===== src/rtl/eth_crc_pkg.sv =====
// Shared CRC-32 constants, per-byte update function and frame-length limits
// for the Ethernet CRC stream engine.
package eth_crc_pkg;

  localparam logic [31:0] CRC32_POLY    = 32'hEDB88320;
  localparam logic [31:0] CRC32_INIT    = 32'hFFFFFFFF;
  localparam logic [31:0] CRC32_RESIDUE = 32'hDEBB20E3;

  localparam int unsigned RUNT_LIMIT  = 64;
  localparam int unsigned GIANT_LIMIT = 1522;

  typedef enum logic {
    ST_IDLE = 1'b0,
    ST_BUSY = 1'b1
  } crc_state_t;

  // Reflected CRC-32 over one byte, LSB first.
  function automatic logic [31:0] crc32_byte(input logic [31:0] state, input logic [7:0] data);
    logic [31:0] c;
    c = state ^ {24'h0, data};
    for (int i = 0; i < 8; i++) begin
      c = c[0] ? ((c >> 1) ^ CRC32_POLY) : (c >> 1);
    end
    return c;
  endfunction

endpackage


===== src/rtl/eth_crc32_step.sv =====
// Combinational CRC-32 advance over DW bytes; nbytes selects how many leading
// bytes count (0 or >DW means all DW).
module eth_crc32_step
  import eth_crc_pkg::*;
#(
  parameter int DW  = 4,
  parameter int NBW = $clog2(DW) + 1
) (
  input  logic [31:0]     crc_in,
  input  logic [8*DW-1:0] data,
  input  logic [NBW-1:0]  nbytes,
  output logic [31:0]     crc_out
);

  logic [31:0] chain [DW+1];

  always_comb begin
    chain[0] = crc_in;
    for (int i = 0; i < DW; i++) begin
      chain[i+1] = crc32_byte(chain[i], data[8*i +: 8]);
    end
    crc_out = chain[DW];
    for (int i = 1; i < DW; i++) begin
      if (nbytes == NBW'(i)) crc_out = chain[i];
    end
  end

endmodule


===== src/rtl/eth_crc32_stream.sv =====
// Multi-byte-per-beat Ethernet CRC-32 stream engine with one-entry result slot.
// Optional frame length/runt/giant outputs under ETH_CRC32_STREAM_LEN_EN.
//
// state   | meaning
// IDLE    | no frame in progress; next accepted beat starts a frame
// BUSY    | frame in progress; a last beat returns to IDLE
module eth_crc32_stream
  import eth_crc_pkg::*;
#(
  parameter int DW = 4,
  localparam int NBW = $clog2(DW) + 1
) (
  input  logic            clk,
  input  logic            rst,
  input  logic            in_valid,
  output logic            in_ready,
  input  logic [8*DW-1:0] in_data,
  input  logic            in_last,
  input  logic [NBW-1:0]  in_nbytes,
  output logic            res_valid,
  input  logic            res_ready,
  output logic [31:0]     res_fcs,
  output logic            res_good
`ifdef ETH_CRC32_STREAM_LEN_EN
  ,
  output logic [15:0]     res_len,
  output logic            res_runt,
  output logic            res_giant
`endif
);

  crc_state_t  st_q, st_d;
  logic [31:0] crc_q, crc_nxt;
  logic [NBW-1:0] step_nbytes;
  logic        accept;

  assign in_ready    = ~res_valid | res_ready;
  assign accept      = in_valid & in_ready;
  assign step_nbytes = in_last ? in_nbytes : NBW'(DW);

  eth_crc32_step #(.DW(DW), .NBW(NBW)) u_step (
    .crc_in  (crc_q),
    .data    (in_data),
    .nbytes  (step_nbytes),
    .crc_out (crc_nxt)
  );

  always_comb begin
    st_d = st_q;
    if (accept) st_d = in_last ? ST_IDLE : ST_BUSY;
  end

  always_ff @(posedge clk) begin
    if (rst) begin
      st_q      <= ST_IDLE;
      crc_q     <= CRC32_INIT;
      res_valid <= 1'b0;
      res_fcs   <= 32'h0;
      res_good  <= 1'b0;
    end else begin
      st_q <= st_d;
      if (res_ready) res_valid <= 1'b0;
      if (accept) begin
        if (in_last) begin
          // Result load wins over a same-cycle consume, so res_valid stays high.
          crc_q     <= CRC32_INIT;
          res_valid <= 1'b1;
          res_fcs   <= ~crc_nxt;
          res_good  <= (crc_nxt == CRC32_RESIDUE);
        end else begin
          crc_q <= crc_nxt;
        end
      end
    end
  end

`ifdef ETH_CRC32_STREAM_LEN_EN
  logic [15:0] len_q, len_base, beat_bytes, len_sat;
  logic [16:0] len_sum;

  always_comb begin
    beat_bytes = 16'(DW);
    if (in_last && (in_nbytes != '0) && (int'(in_nbytes) <= DW)) beat_bytes = 16'(in_nbytes);
    len_base = (st_q == ST_BUSY) ? len_q : 16'h0;
    len_sum  = {1'b0, len_base} + {1'b0, beat_bytes};
    len_sat  = len_sum[16] ? 16'hFFFF : len_sum[15:0];
  end

  always_ff @(posedge clk) begin
    if (rst) begin
      len_q     <= 16'h0;
      res_len   <= 16'h0;
      res_runt  <= 1'b0;
      res_giant <= 1'b0;
    end else if (accept) begin
      if (in_last) begin
        len_q     <= 16'h0;
        res_len   <= len_sat;
        res_runt  <= (len_sat < 16'(RUNT_LIMIT));
        res_giant <= (len_sat > 16'(GIANT_LIMIT));
      end else begin
        len_q <= len_sat;
      end
    end
  end
`endif

endmodule


===== config.mk =====
export PLATFORM = sky130hd
export DESIGN_NAME = eth_crc32_stream
export DESIGN_NICKNAME = d
export VERILOG_FILES = /design/src/rtl/eth_crc_pkg.sv /design/src/rtl/eth_crc32_step.sv /design/src/rtl/eth_crc32_stream.sv
export SDC_FILE = /design/constraint.sdc
export NUM_CORES = 1
export LEC_CHECK = 0
export BUFFER_PORTS_ARGS = -buffer_cell sky130_fd_sc_hd__buf_4
export CORE_MARGIN = 10
export CORE_UTILIZATION = 46
export DETAILED_ROUTE_END_ITERATION = 7
export SETUP_SLACK_MARGIN = 0.15
export SLEW_MARGIN = 40
export SYNTH_ARGS = -nofsm -noshare
export SYNTH_HDL_FRONTEND = slang
export SYNTH_HIERARCHICAL = 1
export SYNTH_SLANG_ARGS = --single-unit

===== constraint.sdc =====
create_clock -name clk -period 7.6 [get_ports clk]
set_input_delay 1.52 -clock clk [delete_from_list [all_inputs] [get_ports clk]]
set_output_delay 1.52 -clock clk [all_outputs]
set_load 0.05 [all_outputs]

==> results by group <==
Synthesis
  • Gate count after technology mapping: 813
  • Avg Synthesized Cell Area: 9.51 um^2
  • Syn Nets: 853
  • Register area share after synthesis: 0.171
  • Post-synth EDFFs: 0
  • XOR/XNOR share of the synthesized area: 0.516
  • Synth Area in Compound Gates: 0.149
  • Main flop type after synthesis: dfxtp_1
  • Ys async rst share: 0
  • Simple-gate share of the synthesized area: 0.124
  • Syn. warnings: 6
  • Library cells used by synthesis: around 50
  • Post-Synth Adder-Cell Area: 0
  • Flops & latches, synth: 66
  • Largest family of logic cells by synthesized area: XOR/XNOR gates
  • Mapped Area: 7730 um^2
  • Mux share of post-synthesis cell area: 0.00696

Setup path
  • Crit path DAT: 7310 ps
  • Crit-path max FO: 10
  • Worst R2R Setup Slack: 1480 ps
  • RR Startpoint: crc_q[6]
  • Crit. End Element: flip-flop
  • R2r endpoint: res_good
  • CP Launch Type: input pin
  • Worst r2r path cells: 15
  • CP Data Required Time: 7870 ps
  • Critical path class: in -> reg

Floorplanning
  • Die Y: 150 um
  • Die width: 150 um
  • # rows: 47
  • Core box area: 16500 um^2
  • Die footprint: 22400 um^2
  • Initial Util: 0.468
  • # IOs: 75

STA
  • Setup TNS: 0 ps
  • RSZ-0062 raised after global routing: false
  • Worst Tran Pin Value: around 840 ps
  • Peak Freq: 142 MHz
  • Tmin final: 7040 ps
  • Clk_skew: roughly 5.3 ps
  • WHS: about 510 ps
  • Final setup viols: 0
  • Final Hold Fails: 0
  • Worst relative slew slack: 0.440
  • Worst Slack Setup Final: approximately 560 ps
  • Fin crit share: 0.926
  • Final Slew Violations: 0

GRT
  • GR Overflow Total: 0
  • Initial antenna violation count: 0
  • First-pass GRT wire length: 41600 um
  • Gr usage total: 0.248
  • Number of global-route vias before repair: 6379
  • Largest net degree at the start of global routing: between 60 and 70

Min path
  • Hold_sp: res_fcs[20]
  • Hold Path Sink: res_fcs[20]
  • Min-Delay Path Class: reg -> reg
  • WHS Path Cells: 2

Finish
  • Layout cell share with drive strength beyond 1: 0.212
  • Finished Core Util: 0.534
  • Commonest non-fill, non-tap cell in the layout: xnor2_1
  • Layout Area Growth over Synthesis: 14.2%
  • Commonest cells after routing, fill and taps aside: xnor2_1 (167), buf_4 (94), nor2_1 (91), dfxtp_1 (66), xor2_1 (66)
  • Diodes inserted: 0
  • # nets final: a little over 900

Placement
  • IO buf count: 74
  • GP Congestion: 0.996
  • Dpl hpwl: 22400 um
  • Place WS: 330 ps

Clock tree
  • Setup bufs post-CTS: 0
  • Clk Latency, worst-skew pair: 330 ps
  • CTS Root Cell: clkbuf_16
  • Clock Sinks: 66
  • Clk slew on worst S/H paths: 50 ps
  • CTS H-tree lvls: 3
  • CTS tree: built
  • CTS Buf Count: 9
  • Longest Clk Path Bufs: 2
  • Hold buffers post-CTS: 0
  • Number of gates resized after CTS: 0

Drt
  • Wirelength per Cell: 25.7 um
  • Via density: 5.79
  • Final ANT Viol Nets: 0
  • Number of iterations in the first detailed-routing pass: 6
  • Via count: 6325
  • DRT iter0 DRCs: 490
  • Drt total wl: 28100 um
  • DR DRC count: 0

Run status
  • Status: finished clean

Flow run
  • Max Cap Viol: 0
-- critical path, stage by stage --
cell and delay (ps):
buf_4 130, xnor2_2 440, xnor2_1 310, xnor3_1 950, xnor3_1 520, xnor2_1 360, xor2_2 560, xnor2_1 330
xnor2_1 300, nor2_1 70, o311ai_0 350, o21ai_0 310, nor4b_1 490, nand4_1 150, nor4_1 340, a21o_1 160
-- registers in the layout (all words and copies together), names as in the netlist --
signal,cells
res_fcs,32
crc_q,32
res_good,1
res_valid,1
-- cell type report --
| class | instances | area, um^2 |
|---|---|---|
| Multi-Input combinational cell | 695 | 6170 |
| Sequential cell | 66 | 1320 |
| Clock inverter | 6 | 114 |
| Timing Repair Buffer | 94 | 706 |
| Tap cell | 220 | 275 |
| Clock buffer | 10 | 239 |
| Fill cell | 1570 | 7690 |
| Inverter | 1 | 3.75 |
-- worst max path at each step --
| stage | from | to | slack, ps | depth (start not counted) |
|---|---|---|---|---|
| floorplan | in_data[5] | res_good | 1790 | 14 |
| detailed placement | in_data[6] | res_good | 330 | 16 |
| global placement | in_data[6] | res_good | 290 | 16 |
| finish | in_data[6] | res_good | 560 | 16 |
| CTS | in_data[6] | res_good | 650 | 16 |
| global route | in_data[6] | res_good | 380 | 16 |
-- Yosys cell counts, drive strengths merged (3+ instances only) --
library cell	number	area [um^2]
a211oi	35	413
a21oi	29	145
and2	5	31.3
buf	19	138
clkbuf	32	120
dfxtp	66	1320
mux2	3	33.8
nand2	19	71.3
nand2b	35	219
nand3	37	185
nand4	4	25.0
nor2	91	342
nor3	3	15.0
o211ai	8	60.1
o21ai	71	355
o22ai	11	68.8
xnor2	190	1950
xnor3	43	973
xor2	74	753
xor3	13	312
-- logic make-up (layout without fill, tap and decap cells) --
group / count (synthesis) / after routing
xor gates and xnor gates: 320 / 320
and+or+nand+nor: 203 / 203
AOI/OAI and AO/OA: 167 / 167
DFF: 66 / 66
buffers and inverters: 52 / 111
muxes: 5 / 5
-- metrics by stage --
stage / area (um^2) / std cells
2_1_floorplan: 7730 / 813
3_3_place_gp: 8460 / 1076
3_5_place_dp: 8470 / 1076
4_1_cts: 8820 / 1092
5_1_grt: 8830 / 1092
6_report: 8830 / 1092
-- layer usage --
layer  share of wire  GRT usage
met5               0          0
met4           0.042      0.108
met3           0.069     0.0374
met2            0.46      0.393
met1            0.43      0.329
Power is left out: the tool's default activity adds up to more than one toggle a clock period on the data nets, which glitch-free logic cannot reach.
